File: config.mk
export PLATFORM = sky130hd
export DESIGN_NAME = mac_iter_ctrl
export DESIGN_NICKNAME = d
export VERILOG_FILES = /design/src/rtl/mac_iter_ctrl.sv
export SDC_FILE = /design/constraint.sdc
export NUM_CORES = 1
export LEC_CHECK = 0
export CAP_MARGIN = 20
export CORE_MARGIN = 8
export CORE_UTILIZATION = 40
export DETAILED_ROUTE_END_ITERATION = 10
export PLACE_DENSITY = 0.73
export SLEW_MARGIN = 25
export SYNTH_ARGS = -nofsm -noshare
export SYNTH_HDL_FRONTEND = slang
export SYNTH_SLANG_ARGS = --single-unit
File: constraint.sdc
create_clock -name clk_i -period 3.25 [get_ports clk_i]
set_clock_uncertainty 0.05 [all_clocks]
set_input_delay 0.8125 -clock clk_i [delete_from_list [all_inputs] [get_ports clk_i]]
set_output_delay 0.8125 -clock clk_i [all_outputs]
set_load 0.02 [all_outputs]
File: src/rtl/mac_iter_ctrl.sv
// Iteration controller for a MAC engine and its streamers: sequences nb_iter scalar products.
// Optional COMPUTE/WAIT watchdog enabled by defining MAC_ITER_CTRL_WATCHDOG_EN.
module mac_iter_ctrl #(
    parameter int unsigned CNT_LEN   = 1024,
    parameter int unsigned NB_ITER_W = 16
) (
    input  logic                       clk_i,
    input  logic                       rst_ni,
    input  logic                       start_i,
    input  logic [NB_ITER_W-1:0]       nb_iter_i,
    input  logic [$clog2(CNT_LEN):0]   len_i,
    input  logic [4:0]                 shift_i,
    input  logic                       simple_mul_i,
    input  logic                       eng_acc_done_i,
    input  logic                       strm_ready_i,
    input  logic                       strm_done_i,
    output logic                       eng_clear_o,
    output logic                       eng_enable_o,
    output logic                       eng_start_o,
    output logic                       eng_simple_mul_o,
    output logic [4:0]                 eng_shift_o,
    output logic [$clog2(CNT_LEN):0]   eng_len_o,
    output logic                       strm_req_o,
    output logic [NB_ITER_W-1:0]       iter_idx_o,
    output logic                       busy_o,
    output logic                       done_o,
    output logic                       error_o
);

    localparam int unsigned LEN_W = $clog2(CNT_LEN) + 1;

    typedef enum logic [2:0] {
        S_IDLE,
        S_START,
        S_COMPUTE,
        S_WAIT,
        S_UPDATEIDX,
        S_TERMINATE
    } state_e;

    state_e               state_q, state_d;
    logic [NB_ITER_W-1:0] nb_iter_q, nb_iter_d;
    logic [LEN_W-1:0]     len_q, len_d;
    logic [4:0]           shift_q, shift_d;
    logic                 smul_q, smul_d;
    logic [NB_ITER_W-1:0] idx_q, idx_d;
    logic                 start_q, start_d;
    logic                 clear_q, clear_d;
    logic                 enable_q, enable_d;
    logic                 busy_q, busy_d;
    logic                 done_q, done_d;

`ifdef MAC_ITER_CTRL_WATCHDOG_EN
    localparam int unsigned WD_W = LEN_W + 7;
    logic [WD_W-1:0] wd_cnt_q, wd_cnt_d;
    logic [WD_W-1:0] wd_last;
    logic            err_q, err_d;

    // Last permitted count before the timeout fires: 4*len + 64 cycles in total.
    assign wd_last = (WD_W'(len_q) << 2) + WD_W'(63);
`endif

    // Next-state and registered-output decode.
    always_comb begin
        state_d   = state_q;
        nb_iter_d = nb_iter_q;
        len_d     = len_q;
        shift_d   = shift_q;
        smul_d    = smul_q;
        idx_d     = idx_q;
        start_d   = 1'b0;
`ifdef MAC_ITER_CTRL_WATCHDOG_EN
        wd_cnt_d  = wd_cnt_q;
        err_d     = err_q;
`endif

        case (state_q)
            S_IDLE: begin
                if (start_i) begin
`ifdef MAC_ITER_CTRL_WATCHDOG_EN
                    err_d = 1'b0;
`endif
                    if (nb_iter_i != '0) begin
                        nb_iter_d = nb_iter_i;
                        len_d     = len_i;
                        shift_d   = shift_i;
                        smul_d    = simple_mul_i;
                        idx_d     = '0;
                        state_d   = S_START;
                    end else begin
                        state_d   = S_TERMINATE;
                    end
                end
            end
            S_START: begin
                if (strm_ready_i) begin
                    start_d = 1'b1;
                    state_d = S_COMPUTE;
                end
            end
            S_COMPUTE: begin
                if (eng_acc_done_i) begin
                    state_d = S_WAIT;
                end
            end
            S_WAIT: begin
                if (strm_done_i) begin
                    state_d = S_UPDATEIDX;
                end
            end
            S_UPDATEIDX: begin
                if (idx_q == nb_iter_q - NB_ITER_W'(1)) begin
                    state_d = S_TERMINATE;
                end else begin
                    idx_d   = idx_q + NB_ITER_W'(1);
                    state_d = S_START;
                end
            end
            S_TERMINATE: begin
                state_d = S_IDLE;
            end
            default: begin
                state_d = S_IDLE;
            end
        endcase

`ifdef MAC_ITER_CTRL_WATCHDOG_EN
        // Timeout overrides normal progress out of COMPUTE/WAIT.
        if (state_q == S_COMPUTE || state_q == S_WAIT) begin
            if (wd_cnt_q == wd_last) begin
                err_d   = 1'b1;
                state_d = S_TERMINATE;
            end else begin
                wd_cnt_d = wd_cnt_q + WD_W'(1);
            end
        end
        if (state_d == S_START) begin
            wd_cnt_d = '0;
        end
`endif

        clear_d  = (state_d == S_START);
        enable_d = (state_d == S_COMPUTE);
        busy_d   = (state_d != S_IDLE);
        done_d   = (state_d == S_TERMINATE);
    end

    always_ff @(posedge clk_i) begin
        if (!rst_ni) begin
            state_q   <= S_IDLE;
            nb_iter_q <= '0;
            len_q     <= '0;
            shift_q   <= '0;
            smul_q    <= 1'b0;
            idx_q     <= '0;
            start_q   <= 1'b0;
            clear_q   <= 1'b0;
            enable_q  <= 1'b0;
            busy_q    <= 1'b0;
            done_q    <= 1'b0;
`ifdef MAC_ITER_CTRL_WATCHDOG_EN
            wd_cnt_q  <= '0;
            err_q     <= 1'b0;
`endif
        end else begin
            state_q   <= state_d;
            nb_iter_q <= nb_iter_d;
            len_q     <= len_d;
            shift_q   <= shift_d;
            smul_q    <= smul_d;
            idx_q     <= idx_d;
            start_q   <= start_d;
            clear_q   <= clear_d;
            enable_q  <= enable_d;
            busy_q    <= busy_d;
            done_q    <= done_d;
`ifdef MAC_ITER_CTRL_WATCHDOG_EN
            wd_cnt_q  <= wd_cnt_d;
            err_q     <= err_d;
`endif
        end
    end

    assign eng_clear_o      = clear_q;
    assign eng_enable_o     = enable_q;
    assign eng_start_o      = start_q;
    assign strm_req_o       = start_q;
    assign eng_simple_mul_o = smul_q;
    assign eng_shift_o      = shift_q;
    assign eng_len_o        = len_q;
    assign iter_idx_o       = idx_q;
    assign busy_o           = busy_q;
    assign done_o           = done_q;
`ifdef MAC_ITER_CTRL_WATCHDOG_EN
    assign error_o          = err_q;
`else
    assign error_o          = 1'b0;
`endif

endmodule

## Yosys cells after proc, flatten, opt, wreduce, memory -nomap -nowiden

Index checks and enable logic that the tools add are counted.

| cells by class | value |
|---|---|
| bitwise logic cells | 0 |
| divide/modulo/power cells | 0 |
| add/sub/neg operators | 2 |
| shift operators | 0 |
| $mul | 0 |
| equal/unequal tests | 11 |
| reductions and logical operators | 7 |
| order comparisons | 0 |
| mux-type cells | 12 |

Operators with widths:

| cell | number |
|---|---|
| $mux W16 | 3 |
| $pmux W16 S2 | 1 |
| $mux W3 | 6 |
| $add A16 B1 Y16 const B | 1 |
| $eq A16 B16 Y1 | 1 |
| $reduce_bool A16 Y1 | 1 |
| $sub A16 B1 Y16 const B | 1 |
| $pmux W3 S5 | 1 |
| $eq A3 B2 Y1 const B | 3 |
| $eq A3 B1 Y1 const B | 2 |
| $eq A3 B3 Y1 const B | 2 |
| $ne A2 B2 Y1 const B | 3 |
| $reduce_and A4 Y1 | 1 |
| $logic_not A3 Y1 | 1 |
| $reduce_and A3 Y1 | 1 |
| $reduce_bool A3 Y1 | 1 |
| $reduce_and A2 Y1 | 1 |
| $reduce_bool A2 Y1 | 1 |
| $mux W1 | 1 |

| word-level totals | value |
|---|---|
| latch bits | 0 |
| memory bits (writable) | 0 |
| flip-flop bits (word level) | 57 |
| input bits | 39 |
| output and inout port bits | 40 |
| memory bits (read-only) | 0 |
| word-level logic and storage cells | 43 |
| memories kept | 0 |

## Depth between registers and ports, before layout

| depth | value |
|---|---|
| word-level depth | 5 |
| mapped depth | 10 |
| depth with buffers taken out | 9 |

## Worst setup path before layout

Ideal clock, no wire load.

| timing | value |
|---|---|
| path type | input-to-reg |
| start point | in nb_iter_i[2] |
| end point | reg len_q[10], in the netlist eng_len_o[10] |
| path slack | 0.627 ns |
| cell stages on the path | 7 |
| arrival time | 2.456 ns |
| cell sequence | nor4_1 > nand4_1 > nand3_1 > clkbuf_1 > buf_1 > mux2i_1 > nor2b_1 |

| on the way | value |
|---|---|
| word-level cells in the longest chain between the ends | 2 |

Ends and longest elaborated chain:

| what | RTL line | RTL |
|---|---|---|
| start: declaration | 10 | `input logic [NB_ITER_W-1:0] nb_iter_i,` |
| $reduce_bool A16 Y1 | 83 | `if (nb_iter_i != '0) begin` |
| $reduce_and A3 Y1 (no source line) | n/a |  |
| end signal: assignment | 168 | `len_q <= len_d;` |
| end: declaration | 43 | `logic [LEN_W-1:0] len_q, len_d;` |

Every way passes these cells.
A chain may end at the register's enable or synchronous reset.

## Final worst setup path

| timing | value |
|---|---|
| start point | reg nb_iter_q[1] |
| end point | reg idx_q[5], in the netlist iter_idx_o[5] |

| on the way | value |
|---|---|
| word-level cells in the longest chain between the ends | 4 |

Ends and longest elaborated chain:

| what | RTL line | RTL |
|---|---|---|
| start: declaration | 42 | `logic [NB_ITER_W-1:0] nb_iter_q, nb_iter_d;` |
| start signal: assignment | 167 | `nb_iter_q <= nb_iter_d;` |
| $sub A16 B1 Y16 | 112 | `if (idx_q == nb_iter_q - NB_ITER_W'(1)) begin` |
| $eq A16 B16 Y1 | 112 |  |
| $ne A2 B2 Y1 (no source line) | n/a |  |
| $reduce_and A4 Y1 (no source line) | n/a |  |
| end signal: assignment | 171 | `idx_q <= idx_d;` |
| end: declaration | 46 | `logic [NB_ITER_W-1:0] idx_q, idx_d;` |

Every way passes these cells.

==> out/results.tsv <==
stage	metric	value	unit
logic_synthesis	yosysSeqAreaShare	0.374	
worst_setup_path	cp_cell_sequence	inv_1, ha_1, or4b_2, o21ai_0, nand4_1, o211ai_1, nor4_4, buf_12, or4_1, a21oi_1	
worst_setup_path	critPathMaxFanout	31	
worst_setup_path	required	3.46	ns
global_route	grt_pass1_wl	13200	microns
worst_setup_path	r2r_cells	10	
routing	firstDrtPassIters	4	
logic_synthesis	syn_avg_cell_area	8.95	sq um
power_and_ir_drop	pwr-share-comb	0.227	
timing	fin_crit_sh	0.865	
timing	tns	0	ns
logic_synthesis	synth_xor_area_frac	0.0545	
routing	num_vias	2736	
clock_network	postCtsSetupRepairBufs	0	
worst_setup_path	ff2ff_setup_slack	0.44	ns
clock_network	cts_tree	done	
power_and_ir_drop	power	0.00174	W
logic_synthesis	synth_top_family_by_area	simple AND/OR/NAND/NOR gates	
finish	diodes	0	
routing	ant_nets	0	
logic_synthesis	synth.most_common_cell	dfxtp_1	
worst_hold_path	whs_path_depth	2	
worst_setup_path	start_kind	register	
worst_setup_path	cpLargestDelayFamily	simple AND/OR/NAND/NOR gates	
worst_setup_path	worstSetupPathType	register to register	
logic_synthesis	synth_top_cell_area_share	0.374	
place	place.gp.congestion	0.850	
finish	drive_gt1_frac	0.0837	
finish	syn_to_final_growth	33.8	%
clock_network	htreeDepth	3	
clock_network	cts_root_buf	clkbuf_8	
floorplanning	initial_core_util	0.403	
clock_network	clk_pin_slew	0.06	ns
routing	drt_iter0_drc	102	
logic_synthesis	muxShareOfSynthArea	0.111	
logic_synthesis	ys_types	50	
worst_setup_path	r2r-end	iter_idx_o[5]$_SDFFE_PN0P_	
power_and_ir_drop	seqPwrFrac	0.447	
timing	fmax	356	MHz
timing	tightestPinTransition	0.708	ns
global_route	grt_usage	0.159	
worst_setup_path	arrival	3.02	ns
worst_setup_path	slowest_stage	or4b_2	
run	maxCapViolations	0	
power_and_ir_drop	p_int	0.00122	W
logic_synthesis	synth_compound_area_frac	0.115	
logic_synthesis	synthAdderAreaFrac	0.00820	
power_and_ir_drop	switching_share	0.300	
logic_synthesis	async_reset_ff_frac	0	
logic_synthesis	yosys-top-cells-area	dfxtp_1 37%, mux2i_1 11%, nor2b_1 8.6%	
logic_synthesis	ys_ff_latch	57	
finish	fin_nets	454	
floorplanning	dieArea	0.0107	sq mm
worst_hold_path	holdPathEnd	eng_len_o[9]$_SDFFE_PN0P_	
worst_hold_path	min_path_type	register to register	
clock_network	numCtsBuffers	9	
logic_synthesis	yosys-top-cells-count	57 x dfxtp_1, 42 x nor2b_1, 34 x mux2i_1	
timing	finalCriticalPeriod	2.81	ns
power_and_ir_drop	netSwitchingPower	0.000521	W
routing	via_per_inst	5.26	
status	status	completed	
logic_synthesis	synth_edf_count	0	
finish	fillCellCount	713	
clock_network	clock-sinks	57	
clock_network	clock_latency	0.34	ns
floorplanning	io_pins	79	
logic_synthesis	synthSimpleGateAreaFrac	0.286	
power_and_ir_drop	p_per_area	426	mW/mm^2
logic_synthesis	synth_top_area_cell	dfxtp_1	
global_route	grt_max_degree	32	
logic_synthesis	syn_area	0.00305	sq mm
power_and_ir_drop	clock_power_share	0.326	
worst_setup_path	r2r_start	nb_iter_q[1]$_SDFFE_PN0P_	
clock_network	cts_resized	0	
routing	post-route-drc-count	0	
power_and_ir_drop	p_leak	1.55	nW
worst_setup_path	crit_buf_inv	2	
routing	wire_per_inst	15.5	microns
floorplanning	core-area	0.00757	sq mm
timing	setup_violations	0	
logic_synthesis	yosysWarningCount	0	
worst_setup_path	worst_path_largest_cell_delay	0.62	ns
clock_network	cts_buffer_depth	2	
place	dp_hpwl	5980	microns
logic_synthesis	syn-num-nets	382	
place	portBuffers	77	
timing	rsz0062_at_grt	false	
floorplanning	num_rows	32	
clock_network	postCtsHoldBufs	0	
global_route	gr-total-overflow	0	
floorplanning	fp.dieH	103	microns
timing	final_max_slew_viol_count	0	
routing	wl	8080	microns
floorplanning	die_w	103	microns
worst_hold_path	hold_path_startpoint	eng_len_o[9]$_SDFFE_PN0P_	
worst_setup_path	cp-end-kind	register	
logic_synthesis	synthCells	341	
global_route	grt_pass1_vias	2781	
power_and_ir_drop	ir_drop	309	uV
timing	slew_headroom	0.523	
logic_synthesis	synth_ff_type	dfxtp_1	
timing	finalHoldViolCount	0	
global_route	antenna_found_initial	0	
==> power groups by stage <==
stage / logic, W / clock network (W) / registers, W
floorplan: 0.000238 / 0 / 0.000801
global placement: 0.000389 / 0 / 0.000792
detailed placement: 0.000397 / 0 / 0.000794
CTS: 0.000399 / 0.000581 / 0.000778
global route: 0.000433 / 0.000610 / 0.000784
finish: 0.000395 / 0.000566 / 0.000778
==> metal layers <==
layer | track usage | share of wire | vias up
met5 | 0 | 0 | -
met1 | 0.184 | 0.43 | 1273
met3 | 0.0529 | 0.073 | 15
met4 | 0.0768 | 0.023 | 0
met2 | 0.258 | 0.47 | 75
li1 | - | - | 1373
==> kinds of logic (layout without fill, tap and decap cells) <==
| logic type | after synthesis | count (layout) |
|---|---|---|
| and+or+nand+nor | 142 | 142 |
| DFF | 57 | 57 |
| AOI/OAI and AO/OA | 56 | 56 |
| muxes | 34 | 34 |
| buffers and inverters | 30 | 107 |
| xor gates and xnor gates | 19 | 19 |
| adders and majority gates | 2 | 2 |
| other | 1 | 1 |
==> state kept, by name (all words and copies together), names as in the netlist <==
register / flops
busy_o: 1
eng_clear_o: 1
eng_shift_o: 5
eng_len_o: 11
eng_enable_o: 1
iter_idx_o: 16
state_q: 3
eng_simple_mul_o: 1
nb_iter_q: 16
done_o: 1
eng_start_o: 1
==> worst max-delay path by stage <==
stage / from / end / depth (start not counted)
final: nb_iter_q[1]$_SDFFE_PN0P_ / iter_idx_o[5]$_SDFFE_PN0P_ / 10
after global routing: nb_iter_q[1]$_SDFFE_PN0P_ / iter_idx_o[5]$_SDFFE_PN0P_ / 10
after floorplan: nb_iter_i[2] / eng_len_o[10]$_SDFFE_PN0P_ / 7
after CTS: nb_iter_q[1]$_SDFFE_PN0P_ / iter_idx_o[5]$_SDFFE_PN0P_ / 10
after detailed placement: nb_iter_i[3] / iter_idx_o[7]$_SDFFE_PN0P_ / 7
after global placement: nb_iter_i[2] / iter_idx_o[7]$_SDFFE_PN0P_ / 7
==> cell usage in the layout (no fill, tap or decap), drive strengths merged, types with 2 or more instances in the layout <==
| cell type | instances |
|---|---|
| xnor2 | 15 |
| a31oi | 3 |
| xor2 | 4 |
| o21ai | 18 |
| o31ai | 2 |
| nand3b | 2 |
| clkdlybuf4s50 | 77 |
| nor2b | 42 |
| nand4 | 11 |
| clkinv | 4 |
| nor2 | 9 |
| or3 | 14 |
| a211oi | 2 |
| mux2i | 34 |
| ha | 2 |
| inv | 4 |
| nor4 | 8 |
| nand2 | 13 |
| or4 | 3 |
| a21oi | 18 |
| nor4b | 2 |
| and3b | 2 |
| nor3b | 3 |
| clkinvlp | 2 |
| buf | 10 |
| nand2b | 2 |
| clkbuf | 10 |
| dfxtp | 57 |
| and4 | 3 |
| o211ai | 3 |
| nor3 | 6 |
| and2 | 3 |
| nand3 | 12 |
| and3 | 4 |
| o2111ai | 4 |
==> final cells by class <==
| class | instances | area, sq um | area share |
|---|---|---|---|
| inverter | 4 | 15.0 | 0.00368 |
| clock buffer | 10 | 128 | 0.0312 |
| multi-input combinational | 254 | 1770 | 0.433 |
| clock inverter | 6 | 35.0 | 0.00858 |
| sequential | 57 | 1140 | 0.279 |
| tap | 102 | 128 | 0.0312 |
| timing repair buffer | 87 | 871 | 0.213 |
==> per-stage QoR <==
| stage | hold slack (ns) | utilization | area, sq um | setup slack (ns) | instances |
|---|---|---|---|---|---|
| floorplan | 0.457 | - | 3050 | 0.627 | 341 |
| global placement | 0.446 | 0.518 | 3920 | 0.367 | 504 |
| detailed placement | 0.462 | 0.518 | 3920 | 0.347 | 504 |
| CTS | 0.484 | 0.540 | 4080 | 0.439 | 520 |
| global route | 0.519 | 0.540 | 4080 | 0.234 | 520 |
| finish | 0.474 | 0.540 | 4080 | 0.440 | 520 |
==> worst reg2reg max path, stage by stage, from the launching register on <==
cell	delay, ns
dfxtp_1	0.37
inv_1	0.08
ha_1	0.25
or4b_2	0.62
o21ai_0	0.17
nand4_1	0.12
o211ai_1	0.19
nor4_4	0.07
buf_12	0.17
or4_1	0.50
a21oi_1	0.15
No activity file was read; power rests on OpenSTA's default activity.
